$ cat src/rtl/id_pkg.sv
// ----------------------------------------------------------------------------
// id_pkg
// Shared constants for the decode stage: instruction mode codes, ARM data
// processing opcodes, condition codes, ALU command encodings and the packed
// control-bundle type produced by the control decoder.
// No ports (package).
// ----------------------------------------------------------------------------
package id_pkg;

    // Instruction class, bits [27:26]
    localparam logic [1:0] MODE_DP  = 2'b00;
    localparam logic [1:0] MODE_MEM = 2'b01;
    localparam logic [1:0] MODE_BR  = 2'b10;
    localparam logic [1:0] MODE_NOP = 2'b11;

    // Data processing opcodes, bits [24:21]
    localparam logic [3:0] OP_AND = 4'b0000;
    localparam logic [3:0] OP_EOR = 4'b0001;
    localparam logic [3:0] OP_SUB = 4'b0010;
    localparam logic [3:0] OP_RSB = 4'b0011;
    localparam logic [3:0] OP_ADD = 4'b0100;
    localparam logic [3:0] OP_ADC = 4'b0101;
    localparam logic [3:0] OP_SBC = 4'b0110;
    localparam logic [3:0] OP_RSC = 4'b0111;
    localparam logic [3:0] OP_TST = 4'b1000;
    localparam logic [3:0] OP_TEQ = 4'b1001;
    localparam logic [3:0] OP_CMP = 4'b1010;
    localparam logic [3:0] OP_CMN = 4'b1011;
    localparam logic [3:0] OP_ORR = 4'b1100;
    localparam logic [3:0] OP_MOV = 4'b1101;
    localparam logic [3:0] OP_BIC = 4'b1110;
    localparam logic [3:0] OP_MVN = 4'b1111;

    // Condition codes, bits [31:28]
    localparam logic [3:0] COND_EQ = 4'b0000;
    localparam logic [3:0] COND_NE = 4'b0001;
    localparam logic [3:0] COND_CS = 4'b0010;
    localparam logic [3:0] COND_CC = 4'b0011;
    localparam logic [3:0] COND_MI = 4'b0100;
    localparam logic [3:0] COND_PL = 4'b0101;
    localparam logic [3:0] COND_VS = 4'b0110;
    localparam logic [3:0] COND_VC = 4'b0111;
    localparam logic [3:0] COND_HI = 4'b1000;
    localparam logic [3:0] COND_LS = 4'b1001;
    localparam logic [3:0] COND_GE = 4'b1010;
    localparam logic [3:0] COND_LT = 4'b1011;
    localparam logic [3:0] COND_GT = 4'b1100;
    localparam logic [3:0] COND_LE = 4'b1101;
    localparam logic [3:0] COND_AL = 4'b1110;
    localparam logic [3:0] COND_NV = 4'b1111;

    // ALU command encodings seen by the EX stage
    localparam logic [3:0] ALU_NONE = 4'b0000;
    localparam logic [3:0] ALU_MOV  = 4'b0001;
    localparam logic [3:0] ALU_ADD  = 4'b0010;
    localparam logic [3:0] ALU_ADC  = 4'b0011;
    localparam logic [3:0] ALU_SUB  = 4'b0100;
    localparam logic [3:0] ALU_SBC  = 4'b0101;
    localparam logic [3:0] ALU_AND  = 4'b0110;
    localparam logic [3:0] ALU_ORR  = 4'b0111;
    localparam logic [3:0] ALU_EOR  = 4'b1000;
    localparam logic [3:0] ALU_MVN  = 4'b1001;

    // Control bundle produced by the decoder
    typedef struct packed {
        logic       wb_en;
        logic       mem_read;
        logic       mem_write;
        logic       branch;
        logic       status_en;
        logic [3:0] alu_cmd;
    } ctrl_t;

endpackage

$ cat src/rtl/id_regfile.sv
// ----------------------------------------------------------------------------
// id_regfile
// NUM_REGS x DATA_W register file with two combinational read ports and one
// synchronous write port. A read of the register being written in the same
// cycle returns the incoming write data (write-through), so the decode stage
// never sees a stale value from the WB stage.
//
// Ports:
//   clk_i        rising-edge clock
//   rst_ni       asynchronous active-low reset, clears every entry
//   wb_en_i      write enable
//   wb_dest_i    write address
//   wb_data_i    write data
//   rd_addr1_i   read port 1 address,  rd_data1_o read port 1 data
//   rd_addr2_i   read port 2 address,  rd_data2_o read port 2 data
// ----------------------------------------------------------------------------
module id_regfile #(
    parameter  int DATA_W   = 32,
    parameter  int NUM_REGS = 16,
    localparam int RA_W     = $clog2(NUM_REGS)
) (
    input  logic              clk_i,
    input  logic              rst_ni,
    input  logic              wb_en_i,
    input  logic [RA_W-1:0]   wb_dest_i,
    input  logic [DATA_W-1:0] wb_data_i,
    input  logic [RA_W-1:0]   rd_addr1_i,
    input  logic [RA_W-1:0]   rd_addr2_i,
    output logic [DATA_W-1:0] rd_data1_o,
    output logic [DATA_W-1:0] rd_data2_o
);

    logic [DATA_W-1:0] regs_q [NUM_REGS];

    always_ff @(posedge clk_i or negedge rst_ni) begin
        if (!rst_ni) begin
            for (int i = 0; i < NUM_REGS; i++) begin
                regs_q[i] <= '0;
            end
        end else if (wb_en_i) begin
            regs_q[wb_dest_i] <= wb_data_i;
        end
    end

    // Write-through bypass on both read ports
    always_comb begin
        rd_data1_o = regs_q[rd_addr1_i];
        rd_data2_o = regs_q[rd_addr2_i];
        if (wb_en_i && (wb_dest_i == rd_addr1_i)) begin
            rd_data1_o = wb_data_i;
        end
        if (wb_en_i && (wb_dest_i == rd_addr2_i)) begin
            rd_data2_o = wb_data_i;
        end
    end

endmodule

$ cat src/rtl/id_stage_pipe.sv
// ----------------------------------------------------------------------------
// id_stage_pipe
// Decode stage with its ID/EX pipeline register. Decodes an ARM-style
// instruction, evaluates its condition against {N,Z,C,V}, reads operands from
// the register file (write-through from WB), detects RAW hazards against the
// EX and MEM stages and loads the ID/EX register with either the decoded
// instruction or a bubble. One cycle from instruction to ie_* outputs.
//
// Configuration macro: FWD_EN
//   undefined: stall on any used source matching a writing EX or MEM dest.
//   defined:   stall only on load-use against EX; everything else is left
//              to the downstream forwarding unit (ie_src1/ie_src2).
//
// Ports:
//   clk, rst (async active-low)
//   flush            squash the instruction currently in decode
//   in_valid, pc_in, instruction, status   IF/ID inputs and flags
//   wb_en_in, wb_dest, wb_data             register file write port
//   ex_wb_en, ex_mem_read, ex_dest         instruction in EX
//   mem_wb_en, mem_dest                    instruction in MEM
//   hazard_stall     combinational stall request to IF and IF/ID
//   ie_*             registered ID/EX outputs
// ----------------------------------------------------------------------------
module id_stage_pipe
    import id_pkg::*;
#(
    parameter  int DATA_W   = 32,
    parameter  int NUM_REGS = 16,
    localparam int RA_W     = $clog2(NUM_REGS)
) (
    input  logic              clk,
    input  logic              rst,
    input  logic              flush,
    input  logic              in_valid,
    input  logic [DATA_W-1:0] pc_in,
    input  logic [31:0]       instruction,
    input  logic [3:0]        status,
    input  logic              wb_en_in,
    input  logic [RA_W-1:0]   wb_dest,
    input  logic [DATA_W-1:0] wb_data,
    input  logic              ex_wb_en,
    input  logic              ex_mem_read,
    input  logic [RA_W-1:0]   ex_dest,
    input  logic              mem_wb_en,
    input  logic [RA_W-1:0]   mem_dest,
    output logic              hazard_stall,
    output logic              ie_valid,
    output logic              ie_wb_en,
    output logic              ie_mem_read,
    output logic              ie_mem_write,
    output logic              ie_branch,
    output logic              ie_status_en,
    output logic              ie_imm,
    output logic [3:0]        ie_alu_cmd,
    output logic [DATA_W-1:0] ie_pc,
    output logic [DATA_W-1:0] ie_reg1,
    output logic [DATA_W-1:0] ie_reg2,
    output logic [RA_W-1:0]   ie_dest,
    output logic [RA_W-1:0]   ie_src1,
    output logic [RA_W-1:0]   ie_src2,
    output logic [23:0]       ie_simm24,
    output logic [11:0]       ie_shift_op
);

    typedef struct packed {
        logic              valid;
        logic              wb_en;
        logic              mem_read;
        logic              mem_write;
        logic              branch;
        logic              status_en;
        logic              imm;
        logic [3:0]        alu_cmd;
        logic [DATA_W-1:0] pc;
        logic [DATA_W-1:0] reg1;
        logic [DATA_W-1:0] reg2;
        logic [RA_W-1:0]   dest;
        logic [RA_W-1:0]   src1;
        logic [RA_W-1:0]   src2;
        logic [23:0]       simm24;
        logic [11:0]       shift_op;
    } idex_t;

    // ------------------------------------------------------------------
    // Condition evaluation on {N,Z,C,V}; NV (1111) never executes.
    // ------------------------------------------------------------------
    function automatic logic cond_pass(input logic [3:0] cond,
                                       input logic [3:0] nzcv);
        logic n, z, c, v;
        logic ok;
        n = nzcv[3];
        z = nzcv[2];
        c = nzcv[1];
        v = nzcv[0];
        case (cond)
            COND_EQ: ok = z;
            COND_NE: ok = ~z;
            COND_CS: ok = c;
            COND_CC: ok = ~c;
            COND_MI: ok = n;
            COND_PL: ok = ~n;
            COND_VS: ok = v;
            COND_VC: ok = ~v;
            COND_HI: ok = c & ~z;
            COND_LS: ok = ~c | z;
            COND_GE: ok = (n == v);
            COND_LT: ok = (n != v);
            COND_GT: ok = ~z & (n == v);
            COND_LE: ok = z | (n != v);
            COND_AL: ok = 1'b1;
            default: ok = 1'b0;
        endcase
        return ok;
    endfunction

    // ------------------------------------------------------------------
    // Control decode from mode / opcode / S.
    // ------------------------------------------------------------------
    function automatic ctrl_t decode_ctrl(input logic [1:0] mode,
                                          input logic [3:0] opcode,
                                          input logic       s_bit);
        ctrl_t c;
        c = '0;
        case (mode)
            MODE_DP: begin
                c.wb_en     = 1'b1;
                c.status_en = s_bit;
                case (opcode)
                    OP_AND: c.alu_cmd = ALU_AND;
                    OP_EOR: c.alu_cmd = ALU_EOR;
                    OP_SUB: c.alu_cmd = ALU_SUB;
                    OP_ADD: c.alu_cmd = ALU_ADD;
                    OP_ADC: c.alu_cmd = ALU_ADC;
                    OP_SBC: c.alu_cmd = ALU_SBC;
                    OP_ORR: c.alu_cmd = ALU_ORR;
                    OP_MOV: c.alu_cmd = ALU_MOV;
                    OP_MVN: c.alu_cmd = ALU_MVN;
                    OP_TST: begin
                        c.alu_cmd = ALU_AND;
                        c.wb_en   = 1'b0;
                    end
                    OP_CMP: begin
                        c.alu_cmd = ALU_SUB;
                        c.wb_en   = 1'b0;
                    end
                    default: c = '0;
                endcase
            end
            MODE_MEM: begin
                c.alu_cmd = ALU_ADD;
                if (s_bit) begin
                    c.mem_read = 1'b1;
                    c.wb_en    = 1'b1;
                end else begin
                    c.mem_write = 1'b1;
                end
            end
            MODE_BR: c.branch = 1'b1;
            default: c = '0;
        endcase
        return c;
    endfunction

    // ------------------------------------------------------------------
    // Field extraction
    // ------------------------------------------------------------------
    logic [3:0]      f_cond;
    logic [1:0]      f_mode;
    logic            f_i;
    logic [3:0]      f_opcode;
    logic            f_s;
    logic [RA_W-1:0] f_rn;
    logic [RA_W-1:0] f_rd;
    logic [RA_W-1:0] f_rm;
    logic            is_str;
    logic [RA_W-1:0] src1;
    logic [RA_W-1:0] src2;
    logic            use_src1;
    logic            use_src2;

    assign f_cond   = instruction[31:28];
    assign f_mode   = instruction[27:26];
    assign f_i      = instruction[25];
    assign f_opcode = instruction[24:21];
    assign f_s      = instruction[20];
    assign f_rn     = RA_W'(instruction[19:16]);
    assign f_rd     = RA_W'(instruction[15:12]);
    assign f_rm     = RA_W'(instruction[3:0]);

    assign is_str   = (f_mode == MODE_MEM) && !f_s;
    assign src1     = f_rn;
    // STR reads the value to store from Rd
    assign src2     = is_str ? f_rd : f_rm;

    assign use_src1 = !((f_mode == MODE_DP) &&
                        ((f_opcode == OP_MOV) || (f_opcode == OP_MVN))) &&
                      (f_mode != MODE_BR);
    assign use_src2 = ((f_mode == MODE_DP) && !f_i) || is_str;

    // ------------------------------------------------------------------
    // Register file
    // ------------------------------------------------------------------
    logic [DATA_W-1:0] rd_data1;
    logic [DATA_W-1:0] rd_data2;

    id_regfile #(
        .DATA_W   (DATA_W),
        .NUM_REGS (NUM_REGS)
    ) u_regfile (
        .clk_i      (clk),
        .rst_ni     (rst),
        .wb_en_i    (wb_en_in),
        .wb_dest_i  (wb_dest),
        .wb_data_i  (wb_data),
        .rd_addr1_i (src1),
        .rd_addr2_i (src2),
        .rd_data1_o (rd_data1),
        .rd_data2_o (rd_data2)
    );

    // ------------------------------------------------------------------
    // Hazard detection. flush masks the stall: a squashed instruction
    // must not hold IF.
    // ------------------------------------------------------------------
    logic hz;

`ifdef FWD_EN
    logic unused_fwd;
    assign unused_fwd = ^{ex_wb_en, mem_wb_en, mem_dest};

    assign hz = in_valid && !flush && ex_mem_read &&
                ((use_src1 && (src1 == ex_dest)) ||
                 (use_src2 && (src2 == ex_dest)));
`else
    logic ex_hit;
    logic mem_hit;
    logic unused_nofwd;
    assign unused_nofwd = ex_mem_read;

    assign ex_hit  = ex_wb_en &&
                     ((use_src1 && (src1 == ex_dest)) ||
                      (use_src2 && (src2 == ex_dest)));
    assign mem_hit = mem_wb_en &&
                     ((use_src1 && (src1 == mem_dest)) ||
                      (use_src2 && (src2 == mem_dest)));
    assign hz      = in_valid && !flush && (ex_hit || mem_hit);
`endif

    assign hazard_stall = hz;

    // ------------------------------------------------------------------
    // ID/EX next state. Any of flush / hazard / empty slot yields an
    // all-zero bubble; a failed condition keeps the data fields and
    // ie_valid but zeroes the controls.
    // ------------------------------------------------------------------
    ctrl_t ctrl_raw;
    ctrl_t ctrl_eff;
    idex_t idex_d;
    idex_t idex_q;

    assign ctrl_raw = decode_ctrl(f_mode, f_opcode, f_s);
    assign ctrl_eff = cond_pass(f_cond, status) ? ctrl_raw : '0;

    always_comb begin
        idex_d = '0;
        if (!flush && !hz && in_valid) begin
            idex_d.valid     = 1'b1;
            idex_d.wb_en     = ctrl_eff.wb_en;
            idex_d.mem_read  = ctrl_eff.mem_read;
            idex_d.mem_write = ctrl_eff.mem_write;
            idex_d.branch    = ctrl_eff.branch;
            idex_d.status_en = ctrl_eff.status_en;
            idex_d.alu_cmd   = ctrl_eff.alu_cmd;
            idex_d.imm       = f_i;
            idex_d.pc        = pc_in;
            idex_d.reg1      = rd_data1;
            idex_d.reg2      = rd_data2;
            idex_d.dest      = f_rd;
            idex_d.src1      = src1;
            idex_d.src2      = src2;
            idex_d.simm24    = instruction[23:0];
            idex_d.shift_op  = instruction[11:0];
        end
    end

    always_ff @(posedge clk or negedge rst) begin
        if (!rst) begin
            idex_q <= '0;
        end else begin
            idex_q <= idex_d;
        end
    end

    assign ie_valid     = idex_q.valid;
    assign ie_wb_en     = idex_q.wb_en;
    assign ie_mem_read  = idex_q.mem_read;
    assign ie_mem_write = idex_q.mem_write;
    assign ie_branch    = idex_q.branch;
    assign ie_status_en = idex_q.status_en;
    assign ie_imm       = idex_q.imm;
    assign ie_alu_cmd   = idex_q.alu_cmd;
    assign ie_pc        = idex_q.pc;
    assign ie_reg1      = idex_q.reg1;
    assign ie_reg2      = idex_q.reg2;
    assign ie_dest      = idex_q.dest;
    assign ie_src1      = idex_q.src1;
    assign ie_src2      = idex_q.src2;
    assign ie_simm24    = idex_q.simm24;
    assign ie_shift_op  = idex_q.shift_op;

endmodule

$ cat config.mk
export PLATFORM = sky130hd
export DESIGN_NAME = id_stage_pipe
export DESIGN_NICKNAME = d
export VERILOG_FILES = /design/src/rtl/id_pkg.sv /design/src/rtl/id_regfile.sv /design/src/rtl/id_stage_pipe.sv
export SDC_FILE = /design/constraint.sdc
export NUM_CORES = 1
export LEC_CHECK = 0
export CAP_MARGIN = 20
export CORE_ASPECT_RATIO = 0.8
export CORE_MARGIN = 5
export CORE_UTILIZATION = 61
export DETAILED_ROUTE_END_ITERATION = 10
export DONT_BUFFER_PORTS = 1
export PLACE_DENSITY = 0.77
export SLEW_MARGIN = 5
export SYNTH_ARGS = -nofsm -noshare
export SYNTH_HDL_FRONTEND = slang
export SYNTH_HIERARCHICAL = 1
export SYNTH_SLANG_ARGS = --single-unit
$ cat constraint.sdc
create_clock -name clk -period 2.9 [get_ports clk]
set_clock_uncertainty 0.1 [all_clocks]
set_input_delay 0.435 -clock clk [delete_from_list [all_inputs] [get_ports clk]]
set_output_delay 0.435 -clock clk [all_outputs]
set_load 0.03 [all_outputs]
Word-level counts from Yosys, hierarchy flattened

Cells that the tools add are included.

Equal/unequal tests: 35
Bitwise operators: 11
Reduce and logical (&&, ||, !) cells: 34
Multiplexer cells: 24
Order comparisons: 4

Operator list:

| cell                                                                  | number |
|---|---|
| 512-bit bitwise mux                                                   | 1 |
| 32-bit binary-select mux with 4-bit select                            | 2 |
| 32-bit 2-to-1 mux                                                     | 7 |
| 155-bit 2-to-1 mux                                                    | 1 |
| 32-bit demux with 4-bit select                                        | 1 |
| 4-bit equality test, second input constant                            | 12 |
| 4-bit case mux with 9 select lines                                    | 1 |
| 4-bit by 3-bit equality test with 1-bit output, second input constant | 7 |
| 4-bit equality test                                                   | 6 |
| 1-bit logical AND                                                     | 17 |
| 5-bit >= comparator, second input constant                            | 3 |
| 4-bit NOT with 5-bit output                                           | 3 |
| 1-bit case mux with 15 select lines                                   | 1 |
| 4-bit by 2-bit equality test with 1-bit output, second input constant | 3 |
| 11-bit OR reduction                                                   | 1 |
| 9-bit 2-to-1 mux                                                      | 1 |
| 9-bit OR reduction                                                    | 1 |
| 4-bit by 1-bit equality test with 1-bit output, second input constant | 2 |
| 4-bit zero test                                                       | 2 |
| 4-bit case mux with 2 select lines                                    | 1 |
| 3-bit case mux with 2 select lines                                    | 1 |
| 1-bit zero test                                                       | 5 |
| 1-bit logical OR                                                      | 5 |
| 5-bit by 1-bit < comparator with 1-bit output, second input constant  | 1 |
| 14 further kinds                                                      | 23 |

Word-level logic and storage cells: 140
Flip-flop bits (word level): 667
Input bits: 120
Output and inout bits: 156

Depth between registers and ports, before layout

Gate-level depths: netlist of the first run.

Depth in word-level cells: 14
Gate-level depth with buffers: 12
Gate-level depth less buffers: 8

By module

The synthesis of the first run kept the hierarchy.

By module, submodules not included:

| module        | area an instance (um^2) | cells each | instances |
|---|---|---|---|
| id_regfile    | 27307.4                 | 1753       | 1 |
| id_stage_pipe | 5338.9                  | 425        | 1 |

Worst setup path before layout of the first run

OpenSTA, ideal clock, no wires.

Kind: input to register
Start: in instruction[27]
End: reg idex_q (netlist bit ie_reg2[27])
Stages on the path: 12
Library setup time: 0.119 ns
Data required time: 2.681 ns
Arrival time: 2.794 ns
Slack: -0.113 ns
Cell sequence: buf_2 > nor3b_4 > buf_6 > mux2_2 > buf_2 > buf_2 > clkbuf_1 > mux4_2 > a22oi_1 > nand2_1 > mux2_2 > and2_1

RTL lines:

| element              | RTL line             | RTL |
|---|---|---|
| start, declared      | id_stage_pipe.sv:36  | `input logic [31:0] instruction,` |
| end signal, assigned | id_stage_pipe.sv:290 | `idex_q <= idex_d;` |
| end, declared        | id_stage_pipe.sv:259 | `idex_t idex_q;` |

Worst setup path after layout of the first run

Start: in instruction[20]
End: out hazard_stall

Word-level cells in the longest chain between the ends: 9

Ends and longest elaborated chain:

| element                                       | RTL line                                   | RTL |
|---|---|---|
| 1-bit zero test (*)                           | id_stage_pipe.sv:190                       | `assign is_str = (f_mode == MODE_MEM) && !f_s;` |
| 1-bit logical AND (*)                         | id_stage_pipe.sv:190                       |  |
| 4-bit 2-to-1 mux                              | id_stage_pipe.sv:193                       | `assign src2 = is_str ? f_rd : f_rm;` |
| 4-bit equality test, on equally long branches | id_stage_pipe.sv:242, id_stage_pipe.sv:245 |  |
| 1-bit logical AND, on equally long branches   | id_stage_pipe.sv:242, id_stage_pipe.sv:245 |  |
| 1-bit logical OR, on equally long branches    | id_stage_pipe.sv:241, id_stage_pipe.sv:244 |  |
| 1-bit logical AND, on equally long branches   | id_stage_pipe.sv:240, id_stage_pipe.sv:243 |  |
| 1-bit logical OR (*)                          | id_stage_pipe.sv:246                       | `assign hz = in_valid && !flush && (ex_hit \|\| mem_hit);` |
| 1-bit logical AND (*)                         | id_stage_pipe.sv:246                       |  |
| end, declared                                 | id_stage_pipe.sv:46                        | `output logic hazard_stall,` |

Every way passes the cells marked *; elsewhere a longest branch is shown, timed or not.

==> results.json, run 1 <==
{
  "status": "finished, violations left",
  "violations": "negative hold slack, max-slew violations",
  "synth_top_family_by_area": "multiplexers",
  "maxSlewViolCount": 554,
  "end_kind": "output pin",
  "yosys.area.top_type": "dfrtp_1",
  "grt_pass1_vias": 21461,
  "worst_slew_pin_slew_ns": 3.34,
  "synth_compound_area_share_pct": 3.72,
  "cts_tree": "built",
  "cts_hold_buf": 99,
  "synthXorXnorAreaFrac_pct": 0.617,
  "cts_resized": 0,
  "maxCapViolCount": 0,
  "drive_gt1_share_pct": 46.6,
  "p_sw_uw": 6840,
  "dr_total_vias": 20198,
  "ios": 276,
  "p_int_uw": 19500,
  "fillers": 3367,
  "coreArea_sq_um": 52700,
  "p_leak_uw": 0.0156,
  "p_clk_share_pct": 33.3,
  "grt_util_met3_pct": 7.06,
  "cts.path.max_buffers": 3,
  "critPathKind": "primary input to output pin",
  "synthFlopType": "dfrtp_1",
  "drc": 0,
  "fmax_mhz": 394,
  "met2_usage_pct": 45.2,
  "place_area_sq_um": 33600,
  "cpMaxStageDelayCell": "mux2i_2",
  "dieWidth_um": 269,
  "grt_pass1_wl_um": 131000,
  "slew-limit-headroom_pct": -123,
  "drtIter0Drc": 1932,
  "path_cells": "nor3b_4 > buf_12 > mux2i_2 > buf_4 > o2111ai_2 > a31oi_1 > buf_4",
  "async_flop_share_pct": 100,
  "drtAntennaViolNets": 0,
  "place_congestion": 0.835,
  "fin_util_pct": 70.0,
  "multi_input_area_sq_um": 15500,
  "switching_share_pct": 26.0,
  "antenna_found_initial": 2,
  "seqCellArea_sq_um": 16200,
  "die_area_sq_um": 58300,
  "drt_wl_total_um": 85300,
  "start_util_pct": 61.9,
  "synth-edff-count": 0,
  "cpMostUsedCell": "buf_4",
  "finalHoldViolations": 235,
  "synth_common_cells": "dfrtp_1, mux2_2, mux4_2, and2_1, a22oi_1",
  "synth-simple-area-share_pct": 4.77,
  "met1_usage_pct": 43.0,
  "die-height_um": 217,
  "critPathLaunch": "instruction[20]",
  "clockRootBuffer": "clkbuf_16",
  "fin_area_sq_um": 36900,
  "slowest_delay_ns": 0.37,
  "grt_usage_pct": 29.3,
  "finalCriticalPeriod_ns": 2.54,
  "ys_types": 53,
  "worstHoldPathType": "primary input to asynchronous set/reset pin",
  "clkSlewWorstSetupHoldPaths_ns": 0.06,
  "syn_area_per_cell_sq_um": 15.0,
  "fin_ws_ns": 0.359,
  "rows": 75,
  "synth_top_area_share_pct": 49.6,
  "powerDensity_nw_per_um2": 713,
  "r2r_start": "u_regfile/regs_q[27]",
  "wl_per_cell_um": 28.9,
  "synth_cells": 2178,
  "combPwrFrac_pct": 19.6,
  "post-route-period-util_pct": 87.6,
  "seq_power_share_pct": 47.1,
  "ys_warn_count": 6,
  "insertion_delay_ns": 0.61,
  "synth-seq-cells": 647,
  "syn_nets": 2298,
  "whs_ns": -0.562,
  "place_ws_ns": -0.167,
  "synthAdderAreaFrac_pct": 0,
  "dp_hpwl_um": 48500,
  "crit_required_ns": 2.37,
  "rsz0062_at_grt": "no",
  "synth_area_leaders": "dfrtp_1, mux2_2, mux4_2",
  "areaGrowthSynthToFinish_pct": 13.0,
  "critPathMaxFanout": 7,
  "syn_area_sq_um": 32600,
  "muxShareOfSynthArea_pct": 37.8,
  "nets": 2326,
  "synth_seq_area_share_pct": 49.6,
  "grt_max_degree": 648,
  "vias_per_cell": 6.84,
  "finalNonFillerCells": 2951,
  "yosysMostFrequentCell": "dfrtp_1",
  "finalSetupViolCount": 0,
  "grt-busiest-layer": "met2",
  "r2r_end": "ie_reg1[27]",
  "clock-sinks": 647,
  "rrSetupSlack_ns": 0.89,
  "cts_inserted_buffers": 67,
  "htree_levels": 3,
  "critPathCapture": "hazard_stall",
  "worstRegToRegCells": 4,
  "worst_ep_arrival_time_ns": 2.01,
  "placed_cells": 2730,
  "first_pass_iters": 6,
  "ir_worst_vdd_mv": 0.372,
  "cp-start-kind": "primary input",
  "grt-ovfl-total": 0,
  "port_buffers": 0
}
==> what timing repair did <==
action	CTS	global route
endpoints found under the hold margin	1277	647
setup buffers	0	0
endpoints found under the setup margin	0	0
==> area by class of cell <==
| cell class | count | area share (%) |
|---|---|---|
| Timing Repair Buffer | 178 | 5.57 |
| Tap cell | 693 | 2.35 |
| Clock buffer | 96 | 5.45 |
| Sequential cell | 647 | 43.9 |
| Inverter | 11 | 0.132 |
| Antenna cell | 2 | 0.0136 |
| Clock inverter | 23 | 0.624 |
| Multi-Input combinational cell | 1301 | 42.0 |
==> placed cells by master, fill, tap and decap left out, types with 36 or more instances in the layout <==
| cell | synthesis | final |
|---|---|---|
| a22oi_1 | 124 | 124 |
| and2_1 | 125 | 125 |
| buf_12 | 0 | 36 |
| buf_4 | 22 | 42 |
| clkbuf_16 | 0 | 71 |
| dfrtp_1 | 647 | 647 |
| dlygate4sd3_1 | 0 | 99 |
| mux2_2 | 569 | 567 |
| mux4_2 | 258 | 258 |
| nand2_1 | 78 | 77 |
==> registers in the layout, summed over array words and instances (netlist names) <==
name and flops:
ie_src2 4, ie_alu_cmd 4, ie_mem_write 1, ie_reg2 32, ie_shift_op 11, ie_pc 32
u_regfile/regs_q 512, ie_simm24 13, ie_valid 1, ie_status_en 1, ie_mem_read 1, ie_reg1 32
ie_wb_en 1, ie_imm 1, ie_branch 1
==> worst min-delay path by stage <==
stage                     startpoint             end  slack, ns  depth (start not counted)
after floorplan                  rst   ie_alu_cmd[0]       0.04                          0
after global placement           rst  ie_shift_op[6]       0.05                          0
after detailed placement         rst  ie_shift_op[5]       0.05                          0
after CTS                        rst  ie_shift_op[7]      -0.59                          0
after global routing             rst  ie_shift_op[7]      -0.60                          0
final                            rst  ie_shift_op[6]      -0.56                          0
==> through the flow <==
stage / setup TNS [ns] / power, uW
finish: 0 / 26300
global route: 0 / 27400
CTS: 0 / 26400
detailed placement: -4.40 / 17400
global placement: -3.36 / 17000
floorplan: -0.396 / 16300
==> critical path, delay by kind of cell <==
family                 cells  cell delay, ns
AOI/OAI and AO/OA          2            0.42
buffers and inverters      3            0.55
and+or+nand+nor            1            0.22
muxes                      1            0.37
==> power by group through the flow <==
stage | logic (uW) | registers [uW] | clock network, uW
after floorplan | 4300 | 12000 | 0
after global placement | 4740 | 12300 | 0
after detailed placement | 4910 | 12500 | 0
after CTS | 5160 | 12300 | 8910
after global routing | 5540 | 12600 | 9310
final | 5160 | 12400 | 8750
==> routing by layer <==
| layer | part of all wire (%) | vias up |
|---|---|---|
| li1 | - | 8265 |
| met1 | 42 | 10843 |
| met2 | 47 | 932 |
| met3 | 8.8 | 156 |
| met4 | 2.3 | 2 |
| met5 | 0.015 | - |
==> cells by family (layout without fill, tap and decap cells) <==
group           count (synthesis)  in the layout
compound gates                160            160
xor+xnor                       23             23
buf+inv                       230            308
flops                         647            647
mux                           839            839
other cells                     0              2
simple gates                  279            279
(Power assumes the default switching activity.)
==> run 2, diff against run 1 <==
- CORE_MARGIN: 5 -> 8
==> run 2 against run 1 <==
Against the previous run: the flow still finishes with violations (negative hold slack, max-slew violations); critical path depth is 3 higher; total power is 0.95% lower; setup slack worse by 0.17 ns; worst hold slack worse by 0.0059 ns; maximum frequency is 6.2% lower; clock power is 2.7% lower; wire length is 1.7% higher; register-to-register slack worse by 0.02 ns; core utilization is 1.2 points lower.
==> results.json, run 2 (synthesis gave the netlist of run 1 again) <==
{
  "p_sw_uw": 6800,
  "cts_tree": "built",
  "cts_inserted_buffers": 66,
  "first_pass_iters": 5,
  "drt_wl_total_um": 86700,
  "finalPower_uw": 26100,
  "final_common_cell": "dfrtp_1",
  "violations": "negative hold slack, max-slew violations",
  "post-route-period-util_pct": 93.4,
  "largest_reg_flops": 512,
  "start_util_pct": 61.2,
  "combPwrFrac_pct": 19.7,
  "die_area_sq_um": 61200,
  "cp-start-kind": "primary input",
  "die-height_um": 223,
  "rows": 76,
  "finalHoldViolations": 351,
  "rrSetupSlack_ns": 0.87,
  "placed_cells": 2741,
  "place_congestion": 0.805,
  "port_buffers": 0,
  "p_clk_share_pct": 32.7,
  "end_kind": "flop",
  "status": "finished, violations left",
  "fmax_mhz": 369,
  "regMostFlops": "u_regfile/regs_q",
  "grt-ovfl-total": 0,
  "finalSetupViolCount": 0,
  "antenna_found_initial": 1,
  "coreArea_sq_um": 53300,
  "fin_ws_ns": 0.192,
  "clkSlewWorstSetupHoldPaths_ns": 0.06,
  "fin_area_sq_um": 36700,
  "htree_levels": 3,
  "slowest_delay_ns": 0.57,
  "drc": 0,
  "p_int_uw": 19300,
  "drtIter0Drc": 2130,
  "dr_total_vias": 20285,
  "cpMostUsedCell": "buf_4",
  "whs_ns": -0.567,
  "seq_power_share_pct": 47.6,
  "drtAntennaViolNets": 0,
  "maxSlewViolCount": 496,
  "place_ws_ns": -0.179,
  "finalNonFillerCells": 2965,
  "dp_hpwl_um": 49200,
  "slew-limit-headroom_pct": -91.4,
  "grt_pass1_wl_um": 132000,
  "critPathKind": "primary input to flop",
  "fillers": 3472,
  "place_area_sq_um": 33500,
  "critPathMaxFanout": 46,
  "grt_pass1_vias": 21469,
  "path_cells": "nor3b_4 > buf_4 > mux2i_1 > buf_4 > a221oi_2 > o2111ai_2 > and4b_4 > buf_12 > and4bb_2 > dlygate4sd3_1",
  "ios": 276,
  "powerDensity_nw_per_um2": 710,
  "finalCriticalPeriod_ns": 2.71,
  "clockRootBuffer": "clkbuf_16",
  "areaGrowthSynthToFinish_pct": 12.4,
  "worst_ep_arrival_time_ns": 3.14,
  "grt_max_degree": 648,
  "mostFrequentLayoutCells": "dfrtp_1, mux2_2, mux4_2",
  "ir_worst_vdd_mv": 0.420,
  "insertion_delay_ns": 0.61,
  "critical_path_buf_inv_count": 4,
  "tns_ns": 0,
  "p_leak_uw": 0.0155,
  "vias_per_cell": 6.84,
  "cts.path.max_buffers": 3,
  "cts_resized": 0,
  "maxCapViolCount": 0,
  "critPathTopFamily": "buffers and inverters",
  "crit_required_ns": 3.33,
  "rsz0062_at_grt": "no",
  "worst_slew_pin_slew_ns": 2.87,
  "switching_share_pct": 26.1,
  "dieWidth_um": 275,
  "grt_usage_pct": 28.3,
  "drive_gt1_share_pct": 46.1,
  "worstHoldPathType": "primary input to asynchronous set/reset pin",
  "wl_per_cell_um": 29.2,
  "clock-sinks": 647,
  "cpMaxStageDelayCell": "dlygate4sd3_1",
  "nets": 2330
}
[run 2: what timing repair did]
action                                  CTS  global route
setup endpoints to repair                 0             0
endpoints found under the hold margin  1275           648
buffers inserted                          0             0
hold buffers                            102             1
[run 2: cell type report]
cell class / count / area (sq um) / share of cell area, %
inverter: 11 / 48.8 / 0.133
antenna: 5 / 12.5 / 0.0341
tap: 702 / 878 / 2.39
clock inverter: 17 / 173 / 0.471
sequential: 647 / 16200 / 44.1
multi-input combinational: 1301 / 15500 / 42.2
timing repair buffer: 183 / 1910 / 5.20
clock buffer: 99 / 1980 / 5.40
[run 2: path summary, 6_finish.rpt]
path,startpoint,endpoint,cells after the start
worst min-delay path,rst,ie_branch,0
min in group clk,wb_data[13],ie_reg1[13],2
worst max-delay path,instruction[20],ie_branch,10
worst max register to register,u_regfile/regs_q[347],ie_reg1[27],4
max in group asynchronous,rst,ie_simm24[20],0
worst min register to register,u_regfile/regs_q[231],u_regfile/regs_q[231],1
[run 2: routing by layer]
metal / global-route usage (%) / vias up / wire (um)
li1: - / 8250 / -
met1: 40.0 / 10943 / 35600
met2: 44.2 / 893 / 41300
met3: 5.99 / 199 / 7180
met4: 8.97 / 0 / 2590
met5: 0 / - / 0
[run 2: worst reg2reg max path, cell delays in order (launching register included)]
cell,delay [ns]
dfrtp_1,0.41
mux4_2,0.48
mux4_2,0.45
mux2_2,0.31
and2_1,0.16
[run 2: stage by stage]
stage	hold WS, ns	utilization [%]
after floorplan	0.0394	-
after global placement	0.0572	62.8
after detailed placement	0.0597	62.8
after CTS	-0.583	68.7
after global routing	-0.589	68.7
final	-0.567	68.8
[run 2: power groups by stage]
stage                     Sequential, uW  Combinational [uW]  Clock (uW)
final                              12400                5140        8510
after global routing               12600                5490        9010
after CTS                          12300                5140        8670
after detailed placement           12500                4910           0
after global placement             12300                4730           0
after floorplan                    12000                4300           0
